`config.mk`:
```
export PLATFORM = sky130hd
export DESIGN_NAME = opendap_ap_access_ctrl
export DESIGN_NICKNAME = d
export VERILOG_FILES = /design/src/rtl/opendap_ap_access_ctrl.sv
export SDC_FILE = /design/constraint.sdc
export NUM_CORES = 1
export LEC_CHECK = 0
export CAP_MARGIN = 20
export CORE_UTILIZATION = 37
export DETAILED_ROUTE_END_ITERATION = 7
export GPL_ROUTABILITY_DRIVEN = 1
export MAX_ROUTING_LAYER = met4
export PLACE_DENSITY_LB_ADDON = 0.2
export SYNTH_ARGS = -nofsm -noshare
export SYNTH_HDL_FRONTEND = slang
export SYNTH_SLANG_ARGS = --single-unit
```
`constraint.sdc`:
```
create_clock -name swclk -period 1.5 [get_ports swclk]
set_clock_uncertainty 0.2 [all_clocks]
set_input_delay 0.15 -clock swclk [delete_from_list [all_inputs] [get_ports swclk]]
set_output_delay 0.15 -clock swclk [all_outputs]
set_load 0.02 [all_outputs]
```
`src/rtl/opendap_ap_access_ctrl.sv`:
```
`default_nettype none
// ============================================================================
// Module   : opendap_ap_access_ctrl
// Brief    : Holds DP-issued AP accesses on a req/ack bus, owns RDBUFF and
//            reports AP errors, timeouts and dropped strobes to the DP.
// Revision : 1.0
// ============================================================================
module opendap_ap_access_ctrl #(
    parameter int TIMEOUT_CYCLES = 255,
    parameter int W_TIMEOUT      = 8
) (
    input  logic        swclk,
    input  logic        rst,
    input  logic        dp_ap_en,
    input  logic        dp_ap_r_nw,
    input  logic [1:0]  dp_ap_addr,
    input  logic [31:0] dp_ap_wdata,
    input  logic [7:0]  dp_apsel,
    input  logic [3:0]  dp_apbanksel,
    input  logic        dp_ap_abort,
    output logic        ap_rdy,
    output logic [31:0] ap_rdata,
    output logic        dp_set_stickyerr,
    output logic        dp_ap_dropped,
    output logic        ap_req,
    output logic [7:0]  ap_sel,
    output logic [5:0]  ap_addr,
    output logic        ap_r_nw,
    output logic [31:0] ap_wdata,
    input  logic        ap_ack,
    input  logic        ap_err,
    input  logic [31:0] ap_rdata_in
);

    typedef enum logic [0:0] {
        IDLE = 1'b0,
        BUSY = 1'b1
    } state_t;

    localparam logic [W_TIMEOUT-1:0] c_TIMEOUT    = W_TIMEOUT'(TIMEOUT_CYCLES);
    localparam logic [W_TIMEOUT-1:0] c_TIMEOUT_M1 = W_TIMEOUT'(TIMEOUT_CYCLES - 1);
    localparam logic [W_TIMEOUT-1:0] c_ONE        = W_TIMEOUT'(1);

    state_t               r_state;
    logic [W_TIMEOUT-1:0] r_tcnt;
    logic                 r_discard;
    logic                 r_tflag;

    logic w_busy;
    logic w_discard;
    logic w_to_hit;
    logic w_err_report;

    // An abort arriving together with the ack still discards that result.
    always_comb begin
        w_busy       = (r_state == BUSY);
        w_discard    = r_discard | dp_ap_abort;
        w_to_hit     = w_busy && !r_tflag && (r_tcnt == c_TIMEOUT_M1);
        w_err_report = ap_ack && ap_err && !w_discard;
    end

    always_ff @(posedge swclk) begin
        if (rst) begin
            r_state          <= IDLE;
            r_tcnt           <= '0;
            r_discard        <= 1'b0;
            r_tflag          <= 1'b0;
            ap_req           <= 1'b0;
            ap_rdy           <= 1'b1;
            ap_rdata         <= '0;
            dp_set_stickyerr <= 1'b0;
            dp_ap_dropped    <= 1'b0;
            ap_sel           <= '0;
            ap_addr          <= '0;
            ap_r_nw          <= 1'b0;
            ap_wdata         <= '0;
        end else begin
            dp_set_stickyerr <= 1'b0;
            dp_ap_dropped    <= 1'b0;
            if (!w_busy) begin
                if (dp_ap_en) begin
                    r_state  <= BUSY;
                    ap_req   <= 1'b1;
                    ap_rdy   <= 1'b0;
                    ap_r_nw  <= dp_ap_r_nw;
                    ap_sel   <= dp_apsel;
                    ap_addr  <= {dp_apbanksel, dp_ap_addr};
                    ap_wdata <= dp_ap_wdata;
                end
            end else begin
                if (dp_ap_en) begin
                    dp_ap_dropped <= 1'b1;
                end
                if (ap_ack) begin
                    r_state          <= IDLE;
                    ap_req           <= 1'b0;
                    ap_rdy           <= 1'b1;
                    dp_set_stickyerr <= w_err_report | w_to_hit;
                    if (ap_r_nw && !ap_err && !w_discard) begin
                        ap_rdata <= ap_rdata_in;
                    end
                    r_tcnt    <= '0;
                    r_discard <= 1'b0;
                    r_tflag   <= 1'b0;
                end else begin
                    if (r_tcnt != c_TIMEOUT) begin
                        r_tcnt <= r_tcnt + c_ONE;
                    end
                    if (w_to_hit) begin
                        dp_set_stickyerr <= 1'b1;
                        r_tflag          <= 1'b1;
                    end
                    if (dp_ap_abort) begin
                        r_discard <= 1'b1;
                    end
                end
            end
        end
    end

endmodule
`default_nettype wire

```
Word-level counts from Yosys, hierarchy flattened
Index checks and enable logic that the tools add are counted.
Widths: inputs -> output; s select.
- bitwise gates (word level): 3
- equal/unequal tests: 3
- muxes and demuxes: 17
- reduce and logical (&&, ||, !) cells: 20
- add/subtract/negate cells: 1
- operators with widths (cell ; count):
    $mux 8 ; 2
    $mux 1 ; 15
    $reduce_and 2->1 ; 5
    $add 8x1->8 const B ; 1
    $eq 8x8->1 const B ; 1
    $ne 8x8->1 const B ; 1
    $reduce_bool 2->1 ; 4
    $logic_and 1x1->1 ; 6
    $logic_not 1->1 ; 3
    $reduce_and 3->1 ; 1
    $ne 2x2->1 const B ; 1
    $or 1x1->1 ; 2
    $reduce_or 2->1 ; 1
    $not 1->1 ; 1
- output and inout bits: 83
- logic and storage cells: 57
- register bits after elaboration: 94
- input port bits: 85

Longest topological paths before layout
Gate-level depths: netlist (run 1).
- depth after elaboration: 5
- mapped depth: 6
- mapped depth without buffers: 5

Worst setup path after synthesis (run 1)
No wires, ideal clock.
- path kind: flip-flop to flip-flop
- start: register r_tcnt[0]
- end: register r_tcnt[1]
- cell stages (with the launch flop): 5
- library setup time: 0.088 ns
- period minus slack after synthesis: 1.568 ns
- slack: -0.068 ns
- buffers on the path: 0
- required time: 1.212 ns
- arrival time: 1.280 ns
- cell sequence: dfxtp_1 ha_1 nand4_2 o31a_1 o32ai_2
- longest elaborated chain between the ends: 3
- elaborated cells on any way between the ends: 6
- those cells by class: add/sub (1); eq/ne (1); mux (2); reduce/logical (2)
- ends and longest elaborated chain (what ; RTL line ; text):
    start: declaration ; 45 ; logic [W_TIMEOUT-1:0] r_tcnt;
    start signal: assignment ; 107 ; r_tcnt <= r_tcnt + c_ONE;
    $add 8x1->8 or $ne 8x8->1 (tied branches) ; 107, 106 ;
    $mux 8 or $reduce_bool 2->1 (tied branches) ; - ;
    $mux 8 or $reduce_and 2->1 (tied branches) ; - ;
Parallel ways exist; a longest one is shown, timed or not. The select of a mux whose other input is x is not followed.
A chain may end at the register's enable or synchronous reset.

Worst setup path after layout (run 1)
- start: register r_discard
- end: register ap_rdata[5]
- longest elaborated chain between the ends: 4
- ends and longest elaborated chain (what ; RTL line ; text):
    start: declaration ; 46 ; logic r_discard;
    start signal: assignment ; 66 ; r_discard <= 1'b0;
    start signal: assignment ; 103 ; r_discard <= 1'b0;
    start signal: assignment ; 114 ; r_discard <= 1'b1;
    $or 1x1->1 ; 57 ; w_discard = r_discard | dp_ap_abort;
    $logic_not 1->1 ; 99 ; if (ap_r_nw && !ap_err && !w_discard) begin
    $logic_and 1x1->1 ; 99 ;
    $reduce_and 3->1 (no line) ; - ;
    end signal: assignment ; 100 ; ap_rdata <= ap_rdata_in;
    end: declaration ; 22 ; output logic [31:0] ap_rdata,
No other way between the ends.

==> summary.md, run 1 <==
| Metric | Value |
|---|---|
| Status | finished, violations left |
| Failing checks | negative setup slack |
| Top cell type by total area after synthesis | dfxtp_1 |
| Max cap viols | 0 |
| Post-synthesis sequential area ratio | 0.530 |
| Minimum clock period | 1.51 ns |
| Syn_nets | 511 |
| Worst path top cell family by delay | simple AND/OR/NAND/NOR gates |
| CP max FO | 32 |
| Post-route worst setup slack | -0.0109 ns |
| FF+latch count, synth | 94 |
| Crit path kind | reg -> reg |
| DPL Wire Length | 7010 um |
| Fin nets | 687 |
| Worst Path Arrival | 1.55 ns |
| Total grt overflow | 0 |
| Worst Path Buf+Inv | 0 |
| Chip height | 100 um |
| Cell count after synthesis | 424 |
| Port Buffer Count | 167 |
| CP Capture Type | flip-flop |
| Hold Path Class | in -> reg |
| Psw | 1.35 mW |
| Drt first-iter violations | 113 |
| Final Max Slew Viols | 0 |
| Vias per inst | 4.94 |
| TritonCTS clock tree | done |
| # diodes | 0 |
| Multi-input gate area | 0.00152 sq mm |
| FF+latch area | 0.00190 sq mm |
| Final Cycle Share | 1.01 |
| Overall global routing resource usage | 0.209 |
| Avg Inst Size Synth | 8.38 sq um |
| DRT Pass-1 Iters | 5 |
| RSZ-0062 raised after global routing | true |
| Worst EP required | 1.54 ns |
| Final Setup Violations | 2 |
| Clock Path Buffers | 2 |
| Share of cells above drive strength 1 | 0.122 |
| Die footprint | 0.0100 sq mm |
| Area grow syn2layout | 61.6% |
| Worst hold slack | 0.130 ns |
| Setup TNS Final | -0.0114 ns |
| Synth top area cells | dfxtp_1, a21oi_1, nand2_1, nand3_1, o21ai_1 |
| Die Span X | 100 um |
| Starting density of the core | 0.383 |
| Worst-path clk slew | 0.09 ns |
| Combinational Power Share | 0.160 |
| First-pass GRT wire length | 16200 um |
| Post-route cell area | 0.00574 sq mm |
| Number of remaining DRC errors | 0 |
| Antenna-violating nets left | 0 |
| Yosys top cell area share | 0.530 |
| Post-place setup slack | -0.317 ns |
| LEAKAGE | 2.46 nW |
| Placed cells | 709 |
| Clock share of power | 0.334 |
| Fillers | 855 |
| Post-layout util | 0.618 |
| FMAX | 662 MHz |
| Cell Area, Placed | 0.00546 sq mm |
| Total Power | 5.19 mW |
| Power Density | 904 mW/mm^2 |
| Vias | 3623 |
| TritonCTS Buffers | 9 |
| CTS root buf | clkbuf_8 |
| Switch share | 0.260 |
| Placer congestion estimate | 0.752 |
| Worst skew pair latency | 0.35 ns |
| Layout Cells excl Fill | 734 |
| Worst Tran Pin Value | 0.388 ns |
| Largest net degree at the start of global routing | 42 |
| Core box area | 0.00928 sq mm |
| Clk sink count | 94 |
| Largest stage delay on the critical path | 0.54 ns |
| H-tree levels | 3 |
| Fin. Hold Viols | 0 |
| Routed wire length | 10400 um |
| Slew HR | 0.741 |
| Startpoint Class | flip-flop |
| Int Pwr | 3.84 mW |
| Slowest stage cell, crit path | or3b_4 |
| Peak VDD IR | 0.447 mV |
| Seq pwr share | 0.507 |
| Rows | 35 |
| Cell Area, Synth | 0.00355 sq mm |
| Number of global-route vias before repair | 3325 |
| Synth Warn # | 0 |
| Crit path cell chain | or3b_4, o21ai_1, a21oi_1 |
| I/O pin cnt | 168 |
| Yosys cell types | 37 |
| Initial antenna violation count | 0 |
| DR WL/cell | 14.2 um |
-- cells by family after synthesis --
| logic type | Yosys count | synth area share |
|---|---|---|
| and+or+nand+nor | 156 | 0.202 |
| AOI/OAI and AO/OA | 132 | 0.202 |
| DFF | 94 | 0.530 |
| buffers and inverters | 40 | 0.0595 |
| adders and majority gates | 2 | 0.00704 |
-- routing by layer --
metal	routed length, um	global-route usage	vias up
met4	221	0.0892	0
met5	0	-	-
met3	722	0.0460	25
met2	4970	0.334	139
met1	4510	0.254	1647
li1	-	-	1812
-- area by class of cell --
type | count | area share
flip-flops and latches | 94 | 0.330
inverters | 4 | 0.00262
well taps | 129 | 0.0281
clock buffers | 10 | 0.0240
multi-input cells | 290 | 0.265
repair buffers | 201 | 0.338
clock inverters | 6 | 0.0120
-- tightest hold or removal path, delay by kind of cell --
| kind | cells | cell delay [ns] |
|---|---|---|
| and+or+nand+nor | 1 | 0.05 |
| buffers and inverters | 1 | 0.39 |
| AOI/OAI and AO/OA | 1 | 0.05 |
-- power groups by stage --
stage	logic, mW	clock network (mW)	registers [mW]
final	0.828	1.73	2.63
after floorplan	0.259	0	2.79
after CTS	0.796	1.78	2.63
after global placement	0.837	0	2.69
after global routing	0.893	1.89	2.64
after detailed placement	0.843	0	2.69
-- Yosys cell counts (all sizes together) --
cell type	count
a211oi	2
a21o	2
a21oi	84
a32oi	1
a41oi	3
and3	3
and3b	2
and4	1
buf	25
clkbuf	11
dfxtp	94
ha	2
inv	4
nand2	95
nand2b	2
nand3	35
nand3b	1
nand4	1
nor2	5
nor2b	1
nor3	4
nor3b	4
nor4bb	1
o2111a	1
o211a	1
o21ai	34
o22ai	1
o31a	1
o31ai	1
o32ai	1
or3b	1
-- flip-flops by register name, summed over array words and instances, names as in the netlist --
name,count
ap_rdata,32
ap_wdata,32
ap_sel,8
r_tcnt,8
ap_addr,6
ap_r_nw,1
ap_rdy,1
ap_req,1
dp_ap_dropped,1
dp_set_stickyerr,1
r_discard,1
r_state,1
r_tflag,1
-- final timing paths --
kind / startpoint / endpoint / slack (ns) / depth (start not counted)
max: r_discard$_SDFFE_PP0P_ / ap_rdata[5]$_SDFFE_PP0P_ / -0.01 / 3
min: dp_ap_wdata[11] / ap_wdata[11]$_SDFFE_PP0P_ / 0.13 / 3
max reg2reg: r_discard$_SDFFE_PP0P_ / ap_rdata[5]$_SDFFE_PP0P_ / -0.01 / 3
min reg2reg: ap_wdata[5]$_SDFFE_PP0P_ / ap_wdata[5]$_SDFFE_PP0P_ / 0.25 / 2
-- repair_timing --
item	CTS	global route
gates cloned	0	3
setup buffers	3	2
pin swaps	5	3
hold buffers	1	0
setup endpoints to repair	124	35
gates resized for setup	87	16
endpoints found under the hold margin	1	0
-- cell usage in the layout, fill, tap and decap left out, drive strengths merged, types with 2 or more instances in the layout --
cell type      netlist  layout
nand2               95      95
dfxtp               94      94
a21oi               84      84
clkdlybuf4s50        0      83
dlygate4sd2          0      82
nand3               35      35
o21ai               34      34
buf                 25      31
clkbuf              11      14
inv                  4       6
nor2                 5       5
nor3                 4       4
nor3b                4       4
a41oi                3       3
and3                 3       3
and3b                2       2
nand2b               2       2
a211oi               2       2
a21o                 2       2
ha                   2       2
clkinv               0       2
No activity file was read; power rests on OpenSTA's default activity.
==> inputs of run 2 (changes only) <==
--- a/config.mk
+++ b/config.mk
@@ -6,6 +6,7 @@
 export NUM_CORES = 1
 export LEC_CHECK = 0
 export CAP_MARGIN = 20
+export CORE_ASPECT_RATIO = 1.75
 export CORE_UTILIZATION = 37
 export DETAILED_ROUTE_END_ITERATION = 7
 export GPL_ROUTABILITY_DRIVEN = 1
==> summary.md, run 2 (same netlist as run 1, synthesis figures left out) <==
| Metric | Value |
|---|---|
| DR WL/cell | 13.9 um (was 14.2 um) |
| Final Setup Violations | 0 (was 2) |
| Share of cells above drive strength 1 | 0.103 (was 0.122) |
| Die Span X | 76.1 um (was 100 um) |
| Overall global routing resource usage | 0.208 (was 0.209) |
| Slowest stage cell, crit path | dfxtp_2 (was or3b_4) |
| First-pass GRT wire length | 16300 um (was 16200 um) |
| Die footprint | 0.0100 sq mm (about the same) |
| Vias | 3606 (was 3623) |
| Worst skew pair latency | 0.33 ns (was 0.35 ns) |
| Total grt overflow | 0 (unchanged) |
| DPL Wire Length | 7050 um (was 7010 um) |
| Worst EP required | 1.54 ns (about the same) |
| CP max FO | 5 (was 32) |
| Routed wire length | 10100 um (was 10400 um) |
| Largest stage delay on the critical path | 0.35 ns (was 0.54 ns) |
| Crit path cell chain | ha_4, nand4_4, o31a_1, o32ai_2 (was or3b_4, o21ai_1, a21oi_1) |
| Rows | 47 (was 35) |
| Chip height | 132 um (was 100 um) |
| Clock Path Buffers | 2 (unchanged) |
| RSZ-0062 raised after global routing | true (unchanged) |
| Fin. Hold Viols | 0 (unchanged) |
| Drt first-iter violations | 180 (was 113) |
| Area grow syn2layout | 63.0% (was 61.6%) |
| Peak VDD IR | 0.820 mV (was 0.447 mV) |
| I/O pin cnt | 168 (unchanged) |
| Largest registers | ap_rdata (32), ap_wdata (32) (unchanged) |
| TritonCTS clock tree | done (unchanged) |
| Clk sink count | 94 (unchanged) |
| Placer congestion estimate | 0.835 (was 0.752) |
| Antenna-violating nets left | 0 (unchanged) |
| Hold Path Class | in -> reg (unchanged) |
| Port Buffer Count | 167 (unchanged) |
| Post-place setup slack | -0.287 ns (was -0.317 ns) |
| Worst Path Arrival | 1.52 ns (was 1.55 ns) |
| Slew HR | 0.745 (was 0.741) |
| Number of remaining DRC errors | 0 (unchanged) |
| Number of global-route vias before repair | 3525 (was 3325) |
| Largest net degree at the start of global routing | 44 (was 42) |
| Final Max Slew Viols | 0 (unchanged) |
| FMAX | 677 MHz (was 662 MHz) |
| Most common cell after layout, fill and taps aside | nand2_1 (unchanged) |
| R2R Setup Slk | 0.02 ns (was -0.01 ns) |
| Core box area | 0.00941 sq mm (was 0.00928 sq mm) |
| CTS root buf | clkbuf_16 (was clkbuf_8) |
| Minimum clock period | 1.48 ns (was 1.51 ns) |
| Commonest non-fill, non-tap cells in the layout | nand2_1, dfxtp_1, a21oi_1 (was nand2_1, dfxtp_1, a21oi_1, clkdlybuf4s50_1, dlygate4sd2_1) |
| CP Capture Type | flip-flop (unchanged) |
| DRT Pass-1 Iters | 4 (was 5) |
| Final Cycle Share | 0.985 (was 1.01) |
| Worst-path clk slew | 0.06 ns (was 0.09 ns) |
| Vias per inst | 4.97 (was 4.94) |
| Initial antenna violation count | 0 (unchanged) |
| TritonCTS Buffers | 9 (unchanged) |
| H-tree levels | 3 (unchanged) |
| Worst Tran Pin Value | 0.383 ns (was 0.388 ns) |
| Startpoint Class | flip-flop (unchanged) |
| Post-layout util | 0.615 (was 0.618) |
| Starting density of the core | 0.378 (was 0.383) |
| Crit path kind | reg -> reg (unchanged) |
| Max cap viols | 0 (unchanged) |
| Status | complete, no violations (was finished, violations left) |
| Post-route worst setup slack | 0.0227 ns (was -0.0109 ns) |
| # diodes | 0 (unchanged) |
| Power Density | 989 mW/mm^2 (was 904 mW/mm^2) |
| LEAKAGE | 2.48 nW (was 2.46 nW) |
| Fin nets | 685 (was 687) |
==> run 2: changes by cell type in the layout (fill, tap and decap cells not counted), sizes merged <==
cell,previous run,this run
clkbuf,14,13
inv,6,4
clkinvlp,1,2
buf,31,30
dlygate4sd2,82,83
==> run 2: stage by stage <==
| step | instances | setup TNS, ns | total power, mW | cell area [sq um] | hold WS (ns) |
|---|---|---|---|---|---|
| floorplan | 424 | 0 | 3.05 | 3570 | 0.0658 |
| global placement | 704 | -9.15 | 3.54 | 5490 | 0.242 |
| detailed placement | 704 | -12.71 | 3.55 | 5490 | 0.247 |
| CTS | 721 | 0 | 5.78 | 5700 | 0.143 |
| global route | 725 | -0.340 | 5.97 | 5790 | 0.164 |
| finish | 725 | 0 | 5.72 | 5790 | 0.155 |
==> run 2: worst paths after layout <==
path,startpoint,end,cells after the start
worst min-delay path,dp_ap_wdata[16],ap_wdata[16]$_SDFFE_PP0P_,3
worst min register to register,ap_wdata[13]$_SDFFE_PP0P_,ap_wdata[13]$_SDFFE_PP0P_,2
worst max register to register,r_tcnt[1]$_SDFFE_PP0P_,r_tcnt[1]$_SDFFE_PP0P_,4
worst max-delay path,r_tcnt[1]$_SDFFE_PP0P_,r_tcnt[1]$_SDFFE_PP0P_,4
==> run 2: layout make-up <==
type / count / area, sq um
tap: 122 / 153
multi-input combinational: 290 / 1500
sequential: 94 / 1880
clock inverter: 5 / 58.8
fill: 857 / 3620
clock buffer: 11 / 243
timing repair buffer: 199 / 1930
inverter: 4 / 15.0
==> run 2: power breakdown <==
part / leakage (nW) / switching (mW) / total [mW] / internal (mW)
logic: 1.57 / 0.402 / 0.823 / 0.421
clock network: 0.142 / 0.937 / 2.27 / 1.34
registers: 0.767 / 0.0420 / 2.63 / 2.59
==> run 2: what timing repair did <==
action                                  4_1_cts  5_1_grt
endpoints found under the setup margin       83       37
pin swaps                                     0        4
buffers inserted                              0        2
endpoints found under the hold margin         3        0
gates cloned                                  0        2
resized for setup                            83        7
hold buffers                                  1        0
==> run 2: routing by layer <==
layer / global-route usage / vias up / part of all wire
met2: 0.358 / 149 / 0.52
met1: 0.227 / 1641 / 0.40
li1: - / 1801 / -
met5: - / - / 0
met4: 0.0887 / 0 / 0.018
met3: 0.0479 / 15 / 0.067
==> run 2: worst max-delay path: cells and delay by family, from the launching register on <==
kind | cells | cell delay, ns
AOI/OAI and AO/OA | 2 | 0.55
DFF | 1 | 0.35
and+or+nand+nor | 1 | 0.13
adders and majority gates | 1 | 0.15
==> inputs of run 3 (changes only) <==
--- a/config.mk
+++ b/config.mk
@@ -9,7 +9,6 @@
 export CORE_ASPECT_RATIO = 1.75
 export CORE_UTILIZATION = 37
 export DETAILED_ROUTE_END_ITERATION = 7
-export GPL_ROUTABILITY_DRIVEN = 1
 export MAX_ROUTING_LAYER = met4
 export PLACE_DENSITY_LB_ADDON = 0.2
 export SYNTH_ARGS = -nofsm -noshare
==> results of run 3 <==
The final DEF is identical to that of run 2; final timing and power are the same.
